## config.mk

```make
export PLATFORM = sky130hd
export DESIGN_NAME = scr1_dmem_router_mp
export DESIGN_NICKNAME = d
export VERILOG_FILES = /design/src/rtl/scr1_dmem_rt_pkg.sv /design/src/rtl/scr1_dmem_rt_decoder.sv /design/src/rtl/scr1_dmem_router_mp.sv
export SDC_FILE = /design/constraint.sdc
export NUM_CORES = 1
export LEC_CHECK = 0
export CAP_MARGIN = 20
export CORE_AREA = 4 4 107 109
export CTS_CLUSTER_DIAMETER = 100
export DETAILED_ROUTE_END_ITERATION = 16
export DIE_AREA = 0 0 111 113
export DONT_BUFFER_PORTS = 1
export HOLD_SLACK_MARGIN = 0.05
export PLACE_DENSITY = 0.41
export SETUP_SLACK_MARGIN = 0.3
export SKIP_CTS_REPAIR_TIMING = 1
export SLEW_MARGIN = 20
export SYNTH_ARGS = -nofsm -noshare
export SYNTH_HDL_FRONTEND = slang
export SYNTH_SLANG_ARGS = --single-unit
```

## constraint.sdc

```tcl
create_clock -name clk -period 4 [get_ports clk]
set_clock_uncertainty 0.05 [all_clocks]
set_input_delay 0.6 -clock clk [delete_from_list [all_inputs] [get_ports clk]]
set_output_delay 0.6 -clock clk [all_outputs]
set_load 0.02 [all_outputs]
```

## src/rtl/scr1_dmem_rt_pkg.sv

```systemverilog
// -----------------------------------------------------------------------------
// scr1_dmem_rt_pkg
// Shared types and constants for the multi-port DMEM router:
//   - DMEM bus widths and the SCR1 memory command/width/response enums
//   - router limits (max ports, max outstanding transactions)
//   - port-index type wide enough for PORT_NUM real ports plus the
//     decode-error pseudo-port (sized for the maximum port count)
// -----------------------------------------------------------------------------
package scr1_dmem_rt_pkg;

    localparam int SCR1_DMEM_AWIDTH = 32;
    localparam int SCR1_DMEM_DWIDTH = 32;

    localparam int SCR1_DMEM_RT_MAX_PORTS = 8;
    localparam int SCR1_DMEM_RT_MAX_OUTST = 4;

    // Index of a port; one extra code is reserved for the pseudo-port.
    localparam int SCR1_DMEM_RT_IDX_W = $clog2(SCR1_DMEM_RT_MAX_PORTS + 1);
    typedef logic [SCR1_DMEM_RT_IDX_W-1:0] type_scr1_dmem_rt_idx_t;

    typedef enum logic {
        SCR1_MEM_CMD_RD = 1'b0,
        SCR1_MEM_CMD_WR = 1'b1
    } type_scr1_mem_cmd_e;

    typedef enum logic [1:0] {
        SCR1_MEM_WIDTH_BYTE  = 2'b00,
        SCR1_MEM_WIDTH_HWORD = 2'b01,
        SCR1_MEM_WIDTH_WORD  = 2'b10,
        SCR1_MEM_WIDTH_ERROR = 2'b11
    } type_scr1_mem_width_e;

    typedef enum logic [1:0] {
        SCR1_MEM_RESP_NOTRDY = 2'b00,
        SCR1_MEM_RESP_RDY_OK = 2'b01,
        SCR1_MEM_RESP_RDY_ER = 2'b10
    } type_scr1_mem_resp_e;

    // A response completes a transaction whether it is OK or an error.
    function automatic logic scr1_dmem_rt_resp_done(input type_scr1_mem_resp_e r);
        return (r == SCR1_MEM_RESP_RDY_OK) || (r == SCR1_MEM_RESP_RDY_ER);
    endfunction

endpackage

```

## src/rtl/scr1_dmem_rt_decoder.sv

```systemverilog
// -----------------------------------------------------------------------------
// scr1_dmem_rt_decoder
// Combinational fixed-priority address decoder.
//   addr   in  : request address
//   sel    out : selected port index (lowest matching index >= 1, else 0)
//   decerr out : no port claims the address (only with SCR1_DMEM_RT_DECERR_EN)
// Configuration macro: SCR1_DMEM_RT_DECERR_EN. When defined, port 0 is no
// longer a catch-all; it must match its own mask/pattern, and an unmatched
// address selects the pseudo-port index PORT_NUM with decerr set.
// -----------------------------------------------------------------------------
module scr1_dmem_rt_decoder
    import scr1_dmem_rt_pkg::*;
#(
    parameter int PORT_NUM = 3,
    parameter logic [PORT_NUM-1:0][SCR1_DMEM_AWIDTH-1:0] PORT_ADDR_MASK =
        {32'hFFFF0000, 32'hFFFF0000, 32'h00000000},
    parameter logic [PORT_NUM-1:0][SCR1_DMEM_AWIDTH-1:0] PORT_ADDR_PATTERN =
        {32'h00020000, 32'h00010000, 32'h00000000}
) (
    input  logic [SCR1_DMEM_AWIDTH-1:0] addr,
    output type_scr1_dmem_rt_idx_t      sel,
    output logic                        decerr
);

    always_comb begin
        sel    = '0;
        decerr = 1'b0;
`ifdef SCR1_DMEM_RT_DECERR_EN
        if ((addr & PORT_ADDR_MASK[0]) != PORT_ADDR_PATTERN[0]) begin
            sel    = type_scr1_dmem_rt_idx_t'(PORT_NUM);
            decerr = 1'b1;
        end
`endif
        // Walk downwards so the lowest matching index wins.
        for (int i = PORT_NUM - 1; i >= 1; i--) begin
            if ((addr & PORT_ADDR_MASK[i]) == PORT_ADDR_PATTERN[i]) begin
                sel    = type_scr1_dmem_rt_idx_t'(i);
                decerr = 1'b0;
            end
        end
    end

endmodule

```

## src/rtl/scr1_dmem_router_mp.sv

```systemverilog
// -----------------------------------------------------------------------------
// scr1_dmem_router_mp
// Routes the core DMEM bus to PORT_NUM downstream ports with up to
// OUTSTANDING pipelined transactions. All in-flight transactions belong to a
// single port (cur_port), which keeps responses in order without tags.
// Ports:
//   clk, rst                    : clock, synchronous active-high reset
//   dmem_req/cmd/width/addr/wdata : core request side (in)
//   dmem_req_ack, dmem_rdata, dmem_resp : core handshake/response (out)
//   port_req [PORT_NUM]         : one-hot request to the decoded port (out)
//   port_cmd/width/addr/wdata   : broadcast copies of the core fields (out)
//   port_req_ack, port_rdata, port_resp : per-port handshake/response (in)
// Handshake: a request transfers on a cycle with dmem_req & dmem_req_ack;
// a response transfers on any cycle dmem_resp is RDY_OK or RDY_ER.
// Configuration macro: SCR1_DMEM_RT_DECERR_EN (see scr1_dmem_rt_decoder);
// the pseudo-port acknowledges at once and answers RDY_ER with zero data.
// -----------------------------------------------------------------------------
module scr1_dmem_router_mp
    import scr1_dmem_rt_pkg::*;
#(
    parameter int PORT_NUM    = 3,
    parameter int OUTSTANDING = 2,
    parameter logic [PORT_NUM-1:0][SCR1_DMEM_AWIDTH-1:0] PORT_ADDR_MASK =
        {32'hFFFF0000, 32'hFFFF0000, 32'h00000000},
    parameter logic [PORT_NUM-1:0][SCR1_DMEM_AWIDTH-1:0] PORT_ADDR_PATTERN =
        {32'h00020000, 32'h00010000, 32'h00000000}
) (
    input  logic                                       clk,
    input  logic                                       rst,
    output logic                                       dmem_req_ack,
    input  logic                                       dmem_req,
    input  type_scr1_mem_cmd_e                         dmem_cmd,
    input  type_scr1_mem_width_e                       dmem_width,
    input  logic [SCR1_DMEM_AWIDTH-1:0]                dmem_addr,
    input  logic [SCR1_DMEM_DWIDTH-1:0]                dmem_wdata,
    output logic [SCR1_DMEM_DWIDTH-1:0]                dmem_rdata,
    output type_scr1_mem_resp_e                        dmem_resp,
    input  logic [PORT_NUM-1:0]                        port_req_ack,
    output logic [PORT_NUM-1:0]                        port_req,
    output type_scr1_mem_cmd_e                         port_cmd,
    output type_scr1_mem_width_e                       port_width,
    output logic [SCR1_DMEM_AWIDTH-1:0]                port_addr,
    output logic [SCR1_DMEM_DWIDTH-1:0]                port_wdata,
    input  logic [PORT_NUM-1:0][SCR1_DMEM_DWIDTH-1:0]  port_rdata,
    input  type_scr1_mem_resp_e [PORT_NUM-1:0]         port_resp
);

    localparam int CW = $clog2(OUTSTANDING + 1);
    localparam logic [CW-1:0] OUTST_C = CW'(OUTSTANDING);
    localparam logic [CW-1:0] ONE_C   = CW'(1);
    localparam type_scr1_dmem_rt_idx_t PSEUDO_C = type_scr1_dmem_rt_idx_t'(PORT_NUM);

    initial begin
        if (PORT_NUM < 2 || PORT_NUM > SCR1_DMEM_RT_MAX_PORTS)
            $fatal(1, "scr1_dmem_router_mp: PORT_NUM out of range 2..8");
        if (OUTSTANDING < 1 || OUTSTANDING > SCR1_DMEM_RT_MAX_OUTST)
            $fatal(1, "scr1_dmem_router_mp: OUTSTANDING out of range 1..4");
    end

    type_scr1_dmem_rt_idx_t sel;
    logic                   decerr;
    type_scr1_dmem_rt_idx_t cur_port;
    logic [CW-1:0]          cnt;

    type_scr1_mem_resp_e         cur_resp;
    logic [SCR1_DMEM_DWIDTH-1:0] cur_rdata;
    logic                        sel_ack;
    logic                        pop;
    logic                        push;
    logic                        can_issue;

    scr1_dmem_rt_decoder #(
        .PORT_NUM          (PORT_NUM),
        .PORT_ADDR_MASK    (PORT_ADDR_MASK),
        .PORT_ADDR_PATTERN (PORT_ADDR_PATTERN)
    ) i_decoder (
        .addr   (dmem_addr),
        .sel    (sel),
        .decerr (decerr)
    );

    always_comb begin
        cur_resp  = SCR1_MEM_RESP_NOTRDY;
        cur_rdata = '0;
        if (cnt != '0) begin
            for (int i = 0; i < PORT_NUM; i++) begin
                if (cur_port == type_scr1_dmem_rt_idx_t'(i)) begin
                    cur_resp  = port_resp[i];
                    cur_rdata = port_rdata[i];
                end
            end
            // Pseudo-port (only reachable with decode errors enabled).
            if (cur_port == PSEUDO_C) begin
                cur_resp = SCR1_MEM_RESP_RDY_ER;
            end
        end

        sel_ack = decerr;
        for (int i = 0; i < PORT_NUM; i++) begin
            if (sel == type_scr1_dmem_rt_idx_t'(i)) sel_ack = port_req_ack[i];
        end

        pop = (cnt != '0) & scr1_dmem_rt_resp_done(cur_resp);

        // Same port: issue while there is room or a slot frees this cycle.
        // Other port: only once the last outstanding transaction completes,
        // which may be the very cycle it pops.
        can_issue = (cnt == '0)
                  | (pop & (cnt == ONE_C))
                  | ((sel == cur_port) & ((cnt < OUTST_C) | pop));

        dmem_req_ack = dmem_req & sel_ack & can_issue;
        push         = dmem_req_ack;

        port_req = '0;
        for (int i = 0; i < PORT_NUM; i++) begin
            port_req[i] = dmem_req & can_issue & (sel == type_scr1_dmem_rt_idx_t'(i));
        end
    end

    always_ff @(posedge clk) begin
        if (rst) begin
            cnt      <= '0;
            cur_port <= '0;
        end else begin
            if (push & ~pop) cnt <= cnt + ONE_C;
            else if (pop & ~push) cnt <= cnt - ONE_C;
            if (push) cur_port <= sel;
        end
    end

    assign dmem_resp  = cur_resp;
    assign dmem_rdata = cur_rdata;
    assign port_cmd   = dmem_cmd;
    assign port_width = dmem_width;
    assign port_addr  = dmem_addr;
    assign port_wdata = dmem_wdata;

endmodule

```

# Word-level counts from Yosys, hierarchy flattened
# Index checks and enable logic that the tools add are counted.
# op_classes
add_sub_neg,2
n_mul,0
n_div,0
order_cmp,1
n_eq_ne,11
shifts,0
n_mux,16
bitwise_logic,16
n_reduce_logical,6
# ops
cell,count
32-bit two-way mux,4
"16-bit by 1-bit equality test with 1-bit output, second input constant",1
"16-bit by 2-bit equality test with 1-bit output, second input constant",1
2-bit two-way mux,8
"4-bit by 2-bit equality test with 1-bit output, second input constant",3
1-bit AND,11
"4-bit by 1-bit equality test with 1-bit output, second input constant",2
4-bit zero test,2
"2-bit by 1-bit equality test with 1-bit output, second input constant",2
4-bit equality test,1
4-bit two-way mux,1
2-bit nonzero test,2
1-bit two-way mux,3
1-bit bitwise OR,3
"2-bit by 1-bit adder with 2-bit output, second input constant",1
"2-bit equality test, second input constant",1
2-bit zero test,1
"2-bit < comparator, second input constant",1
1-bit NOT,2
"2-bit by 1-bit subtractor with 2-bit output, second input constant",1
1-bit logical OR,1
# word_totals
regBits,6
latchBits,0
ram_bits,0
rom_bits,0
input_bits,175
output_inout_bits,105
elab_cells,54
memories,0

# Longest topological paths before layout
# logic_depth
ltp_word,17
depth_mapped,12

# Cells and area by module
# From an unflattened synthesis, not the netlist that was laid out.
# hier_totals
hier_cells,227
hier_area_um2,1681.6
# modules_own_cells
module,n_inst,cells_per_inst,area_per_inst_um2,seq_area_each_um2
scr1_dmem_router_mp,1,216,1596.5,120.1
scr1_dmem_rt_decoder,1,11,85.1,0.0

# Worst setup path after synthesis
# Ideal clock, no wire load.
# synth_timing
path_type,input-to-output
from,in dmem_addr[22]
to,out port_req[0]
arrival_time_ps,1869
required_ps,3350
path_slack_ps,1481
path_stages,6
cell_sequence,nor4_4 nand4_2 xor2_1 o211a_1 o21ai_0 nor2_1
# synth_between
elab_chain_cells,8
elab_cells_between_ends,10
cone_classes,3 x eq/ne; 2 x mux; 4 x bitwise; 1 x reduce/logical
# synth_lines
item,line_no,text
from (decl),scr1_dmem_router_mp.sv:34,"input logic [SCR1_DMEM_AWIDTH-1:0] dmem_addr,"
16-bit by 2-bit equality test with 1-bit output,scr1_dmem_rt_decoder.sv:36,if ((addr & PORT_ADDR_MASK[i]) == PORT_ADDR_PATTERN[i]) begin
2-bit two-way mux,scr1_dmem_rt_decoder.sv:36,
4-bit two-way mux (*),scr1_dmem_rt_decoder.sv:36,
4-bit equality test,scr1_dmem_router_mp.sv:110,| ((sel == cur_port) & ((cnt < OUTST_C) | pop));
1-bit AND,scr1_dmem_router_mp.sv:110,
1-bit bitwise OR,scr1_dmem_router_mp.sv:110,
1-bit AND,scr1_dmem_router_mp.sv:117,port_req[i] = dmem_req & can_issue & (sel == type_scr1_dmem_rt_idx_t'(i));
1-bit AND (*),scr1_dmem_router_mp.sv:117,
to (decl),scr1_dmem_router_mp.sv:39,"output logic [PORT_NUM-1:0] port_req,"
# Every way passes the cells marked *; elsewhere a longest branch is shown, timed or not.

# Final worst setup path
# layout_timing
from,reg cur_port[1]
to,out port_req[1]
# layout_between
elab_chain_cells,14
elab_cells_between_ends,21
cone_classes,6 x eq/ne; 5 x mux; 8 x bitwise; 2 x reduce/logical
# layout_lines
item,line_no,text
from (decl),scr1_dmem_router_mp.sv:62,type_scr1_dmem_rt_idx_t cur_port;
from (signal assigned),scr1_dmem_router_mp.sv:128,if (push) cur_port <= sel;
4-bit zero test,scr1_dmem_router_mp.sv:87,if (cur_port == type_scr1_dmem_rt_idx_t'(i)) begin
2-bit two-way mux (3 in a row),scr1_dmem_router_mp.sv:87,
2-bit two-way mux,scr1_dmem_router_mp.sv:93,if (cur_port == PSEUDO_C) begin
2-bit two-way mux,scr1_dmem_router_mp.sv:85,if (cnt != '0) begin
2-bit by 1-bit equality test with 1-bit output or 2-bit equality test (tied branches),scr1_dmem_rt_pkg.sv:41,return (r == SCR1_MEM_RESP_RDY_OK) || (r == SCR1_MEM_RESP_RDY_ER);
1-bit logical OR,scr1_dmem_rt_pkg.sv:41,
1-bit AND,scr1_dmem_router_mp.sv:103,pop = (cnt != '0) & scr1_dmem_rt_resp_done(cur_resp);
1-bit AND or 1-bit bitwise OR (tied branches),"scr1_dmem_router_mp.sv:109, scr1_dmem_router_mp.sv:110",
1-bit bitwise OR or 1-bit AND (tied branches),"scr1_dmem_router_mp.sv:109, scr1_dmem_router_mp.sv:110",
1-bit bitwise OR (*),scr1_dmem_router_mp.sv:110,
1-bit AND (*) (2 in a row),scr1_dmem_router_mp.sv:117,
# Marked as above.

==> flow_summary.yaml <==
run_status:
  result_of_the_run: "finished clean"
route:
  vias: 1424
  routedWlPerCell_um: 16.80
  drt_first_pass_iters: 4
  viasPerCell: 4.289
  post-route-drc-count: 0
  drt.antenna.violating_nets: 0
  drt-total-wl_um: 5578
  drt_first_iter_violations: 28
sta:
  setup_tns_ps: 0
  worst_margin_slew_ps: 704.3
  worst_hold_slack_ps: 407.7
  slew_viol_final: 0
  max_clock_freq_mhz: 364.0
  timing.final.crit_period_ps: 2748
  finalWorstSetupSlack_ps: 1252
  final_hold_viol_count: 0
  grt_setup_unrepaired: "no"
  setup_viol_count_final: 0
  fin_crit_sh_pct: 68.69
  max_slew_margin_pct: 53.05
clock_network:
  clk_path_buf_depth: 2
  numClockSinks: 4
  ctsRootBufferMaster: "clkbuf_8"
  clk_pin_slew_ps: 30
  cts-htree-levels: 1
  tritoncts: "yes"
  worst_skew_pair.late_latency_ps: 210
  number_of_buffers_inserted_during_clock_tree_synthesis: 3
floorplanning:
  pin_count: 280
  floorplan.die.width_um: 111
  full_die_area_mm2: 0.01254
  fp-row-count: 38
  core_region_area_mm2: 0.01060
  floorplan.die.height_um: 113
  floorplan.initialDensity_pct: 17.18
place:
  gp_congestion: 0.7015
  detailed_place_hpwl_um: 4764
  io_buffer_count: 0
  place_ws_ps: 1325
power:
  p_per_area_mw_per_mm2: 400.1
  report.power.total_w: 0.0006073
  power.ir.vdd_worst_mv: 0.1733
  cellLeakagePower_nw: 0.5159
setup_path:
  type_of_element_capturing_the_critical_path: "output port"
  crit_buf_inv: 1
  cp_slowest_cell: "dfxtp_2"
  worstSetupStartpointType: "register"
  cp.required_ps: 3350
  cell_chain_critical_path: "mux2i_1 > o2bb2ai_2 > xor2_1 > o211a_1 > o21ai_0 > nor2_1 > buf_4"
  critPathMaxFanout: 11
  crit_path_max_incr_delay_ps: 540
  cell_family_with_the_largest_share_of_critical_path_delay: "compound AO/OA/AOI/OAI gates"
  critPathKind: "register to output port"
  worstPathArrival_ps: 2100
logic_synthesis:
  syn-num-nets: 441
  synth.largest_area_cell: "buf_4"
  area_share_of_the_leading_cell_type_in_the_synthesized_netlist_pct: 27.61
  synthDistinctLibCells: 27
  post_synth_main_area_contributors: "buf_4, mux2i_1, nor2_1"
  mappedNetlistArea_mm2: 0.001822
  postSynthCellCount: 263
  ys_seq_area_share_pct: 4.396
  avgSynthCellArea_um2: 6.927
  synth.ff_latch_count: 4
  synth.yosys.warnings: 0
finish:
  fraction_of_final_layout_cells_with_drive_strength_greater_than_1_pct: 13.02
  final_layout_net_count: 372
  antenna_cells_inserted: 0
  area.growth.synth_to_final_pct: -16.69
run:
  drv.max_cap_violation_count: 0
global_route:
  maximum_number_of_pins_on_one_net_before_global_route_repair: 33
  grt_first_pass_wirelength_um: 8135
  grt.overflow.total: 0
  grt_pass1_vias: 1455
  antenna_found_initial: 0
  grt_util_all_layers_pct: 8.120
min_path:
  holdCritPathClass: "input port to register"
## cell usage after synthesis, drive strengths merged
library cell and instances:
ha 3, mux2 2, o221ai 1, clkbuf 9
a21oi 33, o211a 2, nand2b 1, o21ai 1
nor2b 5, nor2 73, inv 4, a21o 1
o2bb2ai 1, xor2 5, buf 74, mux2i 35
nand4 2, nand3 1, nor4b 2, nor4 3
dfxtp 4, nand2 1
## final cells by class
cell class / count / area [um^2]
Clock buffer: 3 / 41.29
Fill cell: 1219 / 9085
Inverter: 4 / 15.01
Multi-Input combinational cell: 172 / 1137
Sequential cell: 4 / 81.33
Tap cell: 140 / 175.2
Timing Repair Buffer: 9 / 67.56
## power breakdown
part,switching (W),internal (W),total [W]
combinational,0.000368,0.000102,0.000469
clock,0.0000180,0.0000639,0.0000819
sequential,0.00000617,0.0000497,0.0000559
total,0.000392,0.000215,0.000607
## state kept, by name, indices dropped and copies added (netlist names)
signal	count
cnt	2
cur_port	2
## cell usage in the layout, fill, tap and decap left out
cell type  count
nor2_1        73
mux2i_1       35
a21oi_1       33
buf_4          9
xor2_1         5
inv_1          4
nor2b_1        4
nor4_4         3
ha_1           3
clkbuf_8       3
dfxtp_1        3
nor4b_2        2
nand4_2        2
mux2_4         2
nor2b_4        1
o2bb2ai_2      1
o211a_1        1
a21o_1         1
nand3_1        1
o221ai_1       1
o211a_4        1
nand2b_1       1
nand2_1        1
o21ai_0        1
dfxtp_2        1
## kinds of logic (layout without fill, tap and decap cells)
kind of cell / count (synthesis) / count (layout) / share of synthesized area, %
adder cells (fa/ha/maj): 3 / 3 / 2.061
buffers and inverters: 87 / 16 / 33.17
AO/OA/AOI/OAI: 39 / 39 / 12.57
AND/OR/NAND/NOR: 88 / 88 / 24.52
XOR/XNOR: 5 / 5 / 2.404
multiplexers: 37 / 37 / 20.88
flip-flops: 4 / 4 / 4.396
## stage by stage
stage,cell area [um^2],instances,util (%)
6_report,1518,332,14.31
5_1_grt,1518,332,14.31
4_1_cts,1518,332,14.31
3_5_place_dp,1476,329,13.92
3_3_place_gp,1476,329,13.92
2_1_floorplan,1822,263,-
## final timing paths
check        slack [ps]           to         from  cells past startpoint
max                1250  port_req[1]  cur_port[1]                      7
min                 410       cnt[1]          rst                      1
max reg2reg        1590       cnt[1]  cur_port[1]                     10
min reg2reg         440       cnt[1]       cnt[1]                      2
## metal layers
layer / wire length [um] / global-route usage, %
met3: 819 / 5.134
met2: 2853 / 14.56
met5: 0 / 0
met4: 168 / 2.627
met1: 1737 / 7.610
(Power assumes the default switching activity.)
